## src/rtl/jk_floor_stepper.sv

```systemverilog
// Floor-register stepper: walks a bank of JK flip-flops one floor per step toward a
// requested floor and verifies each step against the bank's q outputs. Optional macro JK_TOGGLE_CODE_EN.
module jk_floor_stepper #(
    parameter int WIDTH       = 2,
    parameter int MAX_FLOOR   = 3,
    parameter int STEP_CYCLES = 4
) (
    input  logic             clk,
    input  logic             rst,
    input  logic             req_valid,
    input  logic [WIDTH-1:0] req_floor,
    output logic             req_ready,
    input  logic [WIDTH-1:0] q_fb,
    output logic [WIDTH-1:0] jk_j,
    output logic [WIDTH-1:0] jk_k,
    output logic [WIDTH-1:0] jk_en,
    output logic             moving,
    output logic             dir_up,
    output logic             arrived,
    output logic             rejected,
    output logic             err
);
    localparam int CW = (STEP_CYCLES > 1) ? $clog2(STEP_CYCLES) : 1;
    localparam logic [WIDTH-1:0] MAX_F = WIDTH'(MAX_FLOOR);
    localparam logic [CW-1:0] DWELL_LOAD = CW'(STEP_CYCLES - 1);

    typedef enum logic [2:0] {S_IDLE, S_STEP, S_CHECK, S_DWELL, S_FAULT} state_t;

    state_t           state_q, state_d;
    logic [WIDTH-1:0] target_q, target_d, expected_q, expected_d;
    logic [CW-1:0]    cnt_q, cnt_d;
    logic [WIDTH-1:0] jk_j_q, jk_j_d, jk_k_q, jk_k_d, jk_en_q, jk_en_d;
    logic             req_ready_q, req_ready_d, moving_q, moving_d, dir_up_q, dir_up_d;
    logic             arrived_q, arrived_d, rejected_q, rejected_d, err_q, err_d;
    logic             go_step;
    logic [WIDTH-1:0] nxt;

    always_comb begin
        state_d    = state_q;
        target_d   = target_q;
        expected_d = expected_q;
        cnt_d      = cnt_q;
        moving_d   = moving_q;
        dir_up_d   = dir_up_q;
        err_d      = err_q;
        arrived_d  = 1'b0;
        rejected_d = 1'b0;
        go_step    = 1'b0;
        jk_j_d     = '0;
        jk_k_d     = '0;
        jk_en_d    = '0;
        nxt        = '0;

        case (state_q)
            S_IDLE: begin
                if (req_valid && req_ready_q) begin
                    if (req_floor > MAX_F) begin
                        rejected_d = 1'b1;
                    end else if (req_floor == q_fb) begin
                        arrived_d = 1'b1;
                    end else begin
                        target_d = req_floor;
                        dir_up_d = (req_floor > q_fb);
                        moving_d = 1'b1;
                        go_step  = 1'b1;
                        state_d  = S_STEP;
                    end
                end
            end
            S_STEP:  state_d = S_CHECK;
            S_CHECK: begin
                if (q_fb != expected_q) begin
                    err_d    = 1'b1;
                    moving_d = 1'b0;
                    state_d  = S_FAULT;
                end else if (q_fb == target_q) begin
                    arrived_d = 1'b1;
                    moving_d  = 1'b0;
                    state_d   = S_IDLE;
                end else begin
                    cnt_d   = DWELL_LOAD;
                    state_d = S_DWELL;
                end
            end
            S_DWELL: begin
                if (cnt_q == '0) begin
                    go_step = 1'b1;
                    state_d = S_STEP;
                end else begin
                    cnt_d = cnt_q - 1'b1;
                end
            end
            default: state_d = S_FAULT;
        endcase

        // Excitation is registered, so it is computed on the edge that enters STEP.
        if (go_step) begin
            nxt        = dir_up_d ? q_fb + 1'b1 : q_fb - 1'b1;
            expected_d = nxt;
`ifdef JK_TOGGLE_CODE_EN
            jk_j_d  = q_fb ^ nxt;
            jk_k_d  = q_fb ^ nxt;
            jk_en_d = q_fb ^ nxt;
`else
            jk_j_d  = ~q_fb & nxt;
            jk_k_d  = q_fb & ~nxt;
            jk_en_d = '1;
`endif
        end

        req_ready_d = (state_d == S_IDLE);
    end

    always_ff @(posedge clk or posedge rst) begin
        if (rst) begin
            state_q     <= S_IDLE;
            target_q    <= '0;
            expected_q  <= '0;
            cnt_q       <= '0;
            jk_j_q      <= '0;
            jk_k_q      <= '0;
            jk_en_q     <= '0;
            req_ready_q <= 1'b0;
            moving_q    <= 1'b0;
            dir_up_q    <= 1'b0;
            arrived_q   <= 1'b0;
            rejected_q  <= 1'b0;
            err_q       <= 1'b0;
        end else begin
            state_q     <= state_d;
            target_q    <= target_d;
            expected_q  <= expected_d;
            cnt_q       <= cnt_d;
            jk_j_q      <= jk_j_d;
            jk_k_q      <= jk_k_d;
            jk_en_q     <= jk_en_d;
            req_ready_q <= req_ready_d;
            moving_q    <= moving_d;
            dir_up_q    <= dir_up_d;
            arrived_q   <= arrived_d;
            rejected_q  <= rejected_d;
            err_q       <= err_d;
        end
    end

    assign req_ready = req_ready_q;
    assign jk_j      = jk_j_q;
    assign jk_k      = jk_k_q;
    assign jk_en     = jk_en_q;
    assign moving    = moving_q;
    assign dir_up    = dir_up_q;
    assign arrived   = arrived_q;
    assign rejected  = rejected_q;
    assign err       = err_q;
endmodule

```

## config.mk

```make
export PLATFORM = sky130hd
export DESIGN_NAME = jk_floor_stepper
export DESIGN_NICKNAME = d
export VERILOG_FILES = /design/src/rtl/jk_floor_stepper.sv
export SDC_FILE = /design/constraint.sdc
export NUM_CORES = 1
export LEC_CHECK = 0
export CORE_MARGIN = 4
export CORE_UTILIZATION = 30
export DETAILED_ROUTE_END_ITERATION = 7
export SLEW_MARGIN = 10
export SYNTH_ARGS = -nofsm -noshare
export SYNTH_HDL_FRONTEND = slang
export SYNTH_SLANG_ARGS = --single-unit
```

## constraint.sdc

```tcl
create_clock -name clk -period 3.1 [get_ports clk]
set_input_delay 0.62 -clock clk [delete_from_list [all_inputs] [get_ports clk]]
set_output_delay 0.62 -clock clk [all_outputs]
set_load 0.01 [all_outputs]
```

# Yosys cells after proc, flatten, opt, wreduce, memory -nomap -nowiden

Cells that the tools add are included.

Bits in registers: 21
Latch bits: 0
RAM bits: 0
Memory bits (read-only): 0
Output and inout port bits: 12
Logic and storage cells: 86
Memories: 0

Add/subtract/negate cells: 3
Multipliers: 0
Divide/modulo/power cells: 0
$lt $le $gt $ge: 2
Eq/ne operators: 13
Shift operators: 0
Mux-type cells: 39
Bitwise gates (word level): 6
Reduce and logical (&&, ||, !) cells: 10

Operators with widths:

| cell                                                  | count |
|---|---|
| two-way mux 1 bit                                     | 21 |
| two-way mux 2 bit                                     | 8 |
| two-way mux 3 bit                                     | 5 |
| != test 2 bit (second input constant)                 | 6 |
| case mux 3 bit (4 select lines)                       | 1 |
| AND reduction 4 bit                                   | 2 |
| equality test 3 x 2 -> 1 bit (second input constant)  | 2 |
| zero test 3 bit                                       | 2 |
| case mux 1 bit (2 select lines)                       | 3 |
| AND reduction 5 bit                                   | 1 |
| bitwise AND 2 bit                                     | 2 |
| equality test 2 bit                                   | 2 |
| inverter 2 bit                                        | 2 |
| case mux 2 bit (2 select lines)                       | 1 |
| nonzero test 2 bit                                    | 2 |
| subtractor 2 x 1 -> 2 bit (second input constant)     | 2 |
| equality test 3 x 1 -> 1 bit (second input constant)  | 1 |
| != test 3 bit (second input constant)                 | 1 |
| adder 2 x 1 -> 2 bit (second input constant)          | 1 |
| greater-than comparator 2 bit                         | 1 |
| greater-than comparator 2 bit (second input constant) | 1 |
| zero test 2 bit                                       | 1 |
| != test 2 bit                                         | 1 |
| inverter 1 bit                                        | 2 |
| other kinds (2)                                       | 2 |

# Logic depth before layout (Yosys ltp)

Word-level depth: 9
Gate-level depth with buffers: 8
Mapped depth without buffers: 6

# Worst setup path before layout

OpenSTA, ideal clock, no wires.

Path type: input -> register
Start: input port q_fb[1]
End: register expected_q[0]
Setup time: 0.120 ns
Data arrival time: 1.739 ns
Required time: 2.980 ns
Setup slack: 1.241 ns
Stages on the path: 8
Path buffers: 2
Cell sequence: buf_2 > inv_1 > ha_1 > nand2_1 > nand3_1 > buf_2 > a21oi_1 > a31o_2

Longest elaborated chain between the ends: 6

RTL lines:

| element                                                              | line   | RTL |
|---|---|---|
| from (decl)                                                          | 13     | `input logic [WIDTH-1:0] q_fb,` |
| greater-than comparator 2 bit or equality test 2 bit (tied branches) | 63, 59 |  |
| two-way mux 1 bit                                                    | 59     | `end else if (req_floor == q_fb) begin` |
| two-way mux 1 bit                                                    | 57     | `if (req_floor > MAX_F) begin` |
| two-way mux 1 bit                                                    | 56     | `if (req_valid && req_ready_q) begin` |
| two-way mux 1 bit                                                    | 54     | `case (state_q)` |
| two-way mux 2 bit                                                    | 98     | `nxt = dir_up_d ? q_fb + 1'b1 : q_fb - 1'b1;` |
| to (signal assigned)                                                 | 132    | `expected_q <= expected_d;` |
| to (decl)                                                            | 30     | `logic [WIDTH-1:0] target_q, target_d, expected_q, expected_d;` |

Several ways; a longest one is shown, not always the timed one.
A chain may end at the register's enable or synchronous reset.

# Worst setup path after layout

Start: input port q_fb[1]
End: register jk_k_q[1] (netlist: jk_k[1])

Longest elaborated chain between the ends: 9

RTL lines:

| element                                                              | line   | RTL |
|---|---|---|
| greater-than comparator 2 bit or equality test 2 bit (tied branches) | 63, 59 |  |
| two-way mux 1 bit                                                    | 59     |  |
| two-way mux 1 bit                                                    | 57     |  |
| two-way mux 1 bit                                                    | 56     |  |
| two-way mux 1 bit                                                    | 54     |  |
| two-way mux 2 bit                                                    | 98     |  |
| inverter 2 bit                                                       | 106    | `jk_k_d = q_fb & ~nxt;` |
| bitwise AND 2 bit                                                    | 106    |  |
| two-way mux 2 bit *                                                  | 97     | `if (go_step) begin` |
| via jk_k_d[1]                                                        | 32     | `logic [WIDTH-1:0] jk_j_q, jk_j_d, jk_k_q, jk_k_d, jk_en_q, jk_en_d;` |
| to (signal assigned)                                                 | 135    | `jk_k_q <= jk_k_d;` |
| to (decl)                                                            | 32     |  |

The timed path passes the listed nets; every way through them passes the cells marked *.

==> run summary <==
Crit share post-route - 78.1%
Synth Cell Area - 973 µm²
GPL Wtd Cong - 0.764
Die area - 4220 µm²
H-tree Lvls - 1
Worst Skew - 0.00497 ns
Tot GR Track Use - 9.76%
Post-synth top area share - 48.8%
Crit path depth - 7
Leak - 0.518 nW
Total Wirelength - 1.86 mm
Outcome - finished, final reports clean
Top cells by area, synth - dfrtp_1, xnor2_1, nand2_1, ha_1, inv_1
Cell taking the most area after synthesis - dfrtp_1
DRT Pass-1 Iters - 5
Post-CTS Setup Bufs - 0
CP max stage cell - clkdlybuf4s50_1
Crit-path max cell delay - 0.63 ns
FF-to-FF path depth - 4
Critical path capture point type - flop
Antenna violations before repair - 0
Io pins - 19
Worst rel slew slack - 51.7%
Register area share after synthesis - 48.8%
Number of global-route vias before repair - 694
Root Driver - clkbuf_4
Crit path buffers/inverters - 2
Worst skew pair latency - 0.30 ns
CP Class - input port to flop
Core Box Area - 3080 µm²
Startpoint types - input port
Post-detail-place hpwl - 1.44 mm
Vias per cell - 4.58
Largest net degree at the start of global routing - 20
Clock share of power - 14.3%
Hold Crit Class - flop to flop
Routed Antenna Nets - 0
Max Root-Sink Buffers - 2
Total Negative Setup Slacks - 0 ns
Comb pwr share - 40.1%
Syn_nets - 106
Min Clock Period, post-route - 2.42 ns
# diodes - 0
VDD IR max - 0.248 mV
Cts bufs inserted - 3
DRC - 0
Peak Freq - 0.413 GHz
Power share of the sequential group - 45.6%
Placed Instance Area - 1170 µm²
DR vias - 714
Internal Power - 0.567 mW
Area growth syn-to-layout - 22.8%
Post-route cell area - 1190 µm²
Crit-path cells - clkdlybuf4s50_1 > inv_1 > ha_1 > nand2_1 > nand3_1 > o221a_2 > nor3_1
Slew of the pin with the lowest slew margin - 0.723 ns
Post-synthesis cell type count - 31
Maxcap violations - 0
First-pass GRT wire length - 3.23 mm
Top delay family on crit path - buffers and inverters
Reg clk slew, reported paths - 0.11 ns
CTS tree - done
Syn Inst Count - 96
Hold-fix buffer count after cts - 0
Slew Limit Fails - 0
Starting Density - 31.6%
WL/cell - 11.9 µm
Setup-failing EPs final - 0
Synth warn - 0
Switching share of power - 37.3%
Fin nets - 123
Sw Pwr - 0.338 mW
Die width - 65.0 µm
Dpl ws - 0.365 ns
Syn avg cell area - 10.1 µm²
# rows - 20
Synthesis-stage register bit count - 19
Final Hold Viols - 0
Clock sink total - 19
Share of cells above drive strength 1 - 9.82%
Die extent in y - 65.0 µm
Hold Crit Depth - 1
DRT iter0 DRCs - 27
Worst Path Arrival - 2.64 ns
Unrepaired setup endpoints after global routing - false
PortBufs - 17
Congestion Overflow GR - 0
Pwr Density - 757 nW/µm²
Critical Path Fanout Max - 11
Final Worst Setup Slack - 0.679 ns
Required time of the critical path - 3.32 ns
Post-cts sizing count - 0
-- routing by layer --
metal / up-vias / GRT usage [%] / share of wire [%]
met5: - / 0 / 0
met3: 4 / 1.39 / 4.2
met1: 332 / 13.6 / 49
li1: 358 / - / -
met2: 20 / 14.7 / 44
met4: 0 / 4.75 / 1.8
-- kinds of logic after synthesis --
family	after synthesis	share of synthesized area (%)
simple gates	30	15.7
flops	19	48.8
compound gates	18	13.4
buf+inv	13	6.56
xor+xnor	10	9.00
fa+ha+maj	3	3.86
mux	2	2.31
other cells	1	0.385
-- placed cells by master (no fill, tap or decap), types with 2 or more instances in the layout --
cell type        instances
xnor2_1                  8
clkdlybuf4s50_1         17
a21oi_1                  5
nor3_1                   3
dfrtp_1                 19
o21ai_0                  5
mux2_2                   2
clkbuf_4                 3
nand3_1                  3
xor2_1                   2
nand2b_1                 2
nand2_1                 13
nor2_1                   2
inv_1                    7
ha_1                     3
-- state kept, by name, summed over array words and instances (netlist names) --
| name | flops |
|---|---|
| expected_q | 2 |
| jk_k | 2 |
| moving | 1 |
| err | 1 |
| arrived | 1 |
| target_q | 2 |
| state_q | 3 |
| cnt_q | 2 |
| dir_up | 1 |
| jk_en | 1 |
| req_ready | 1 |
| jk_j | 2 |
-- through the flow --
step / util (%) / total power [mW] / hold slack, ns / cells
2_1_floorplan: - / 0.656 / 0.444 / 96
3_3_place_gp: 38.0 / 0.781 / 0.451 / 152
3_5_place_dp: 38.0 / 0.784 / 0.454 / 152
4_1_cts: 38.8 / 0.907 / 0.481 / 156
5_1_grt: 38.8 / 0.975 / 0.521 / 156
6_report: 38.8 / 0.905 / 0.473 / 156
-- final cells by class --
type | count | area, µm²
multi-input cells | 64 | 434
flip-flops and latches | 19 | 475
inverters | 7 | 26.3
well taps | 44 | 55.1
clock buffers | 4 | 26.3
repair buffers | 18 | 178
fillers | 309 | 1880
-- power groups by stage --
| stage | clock, mW | combinational [mW] | sequential, mW |
|---|---|---|---|
| 5_1_grt | 0.140 | 0.408 | 0.427 |
| 2_1_floorplan | 0 | 0.241 | 0.415 |
| 3_5_place_dp | 0 | 0.366 | 0.418 |
| 4_1_cts | 0.128 | 0.366 | 0.413 |
| 6_report | 0.129 | 0.363 | 0.413 |
| 3_3_place_gp | 0 | 0.365 | 0.416 |
-- path summary, 6_finish.rpt --
path | end | start | slack [ns]
worst max-delay path | jk_k[1] | q_fb[1] | 0.68
worst min-delay path | err | err | 0.47
worst max register to register | jk_k[1] | state_q[1] | 1.31
worst min register to register | err | err | 0.47
max in group asynchronous | target_q[1] | rst | 1.91
min in group asynchronous | expected_q[0] | rst | 0.74
-- worst reg2reg max path: cells and delay by family, from the launching register on --
kind / cells / cell delay, ns
AOI/OAI and AO/OA: 1 / 0.37
DFF: 1 / 0.51
and+or+nand+nor: 3 / 0.82
-- cell usage after synthesis (all sizes together) --
library cell  number
dfrtp             19
nand2             13
xnor2              8
inv                7
buf                6
a21oi              5
o21ai              5
ha                 3
nand3              3
nor2               3
nor3               3
a211oi             2
a311oi             2
mux2               2
nand2b             2
xor2               2
a22oi              1
a31o               1
and2               1
and3               1
and3b              1
conb               1
nand4              1
nand4b             1
nor2b              1
o221a              1
o32ai              1
Note: power is estimated with default switching activity, not from simulation.
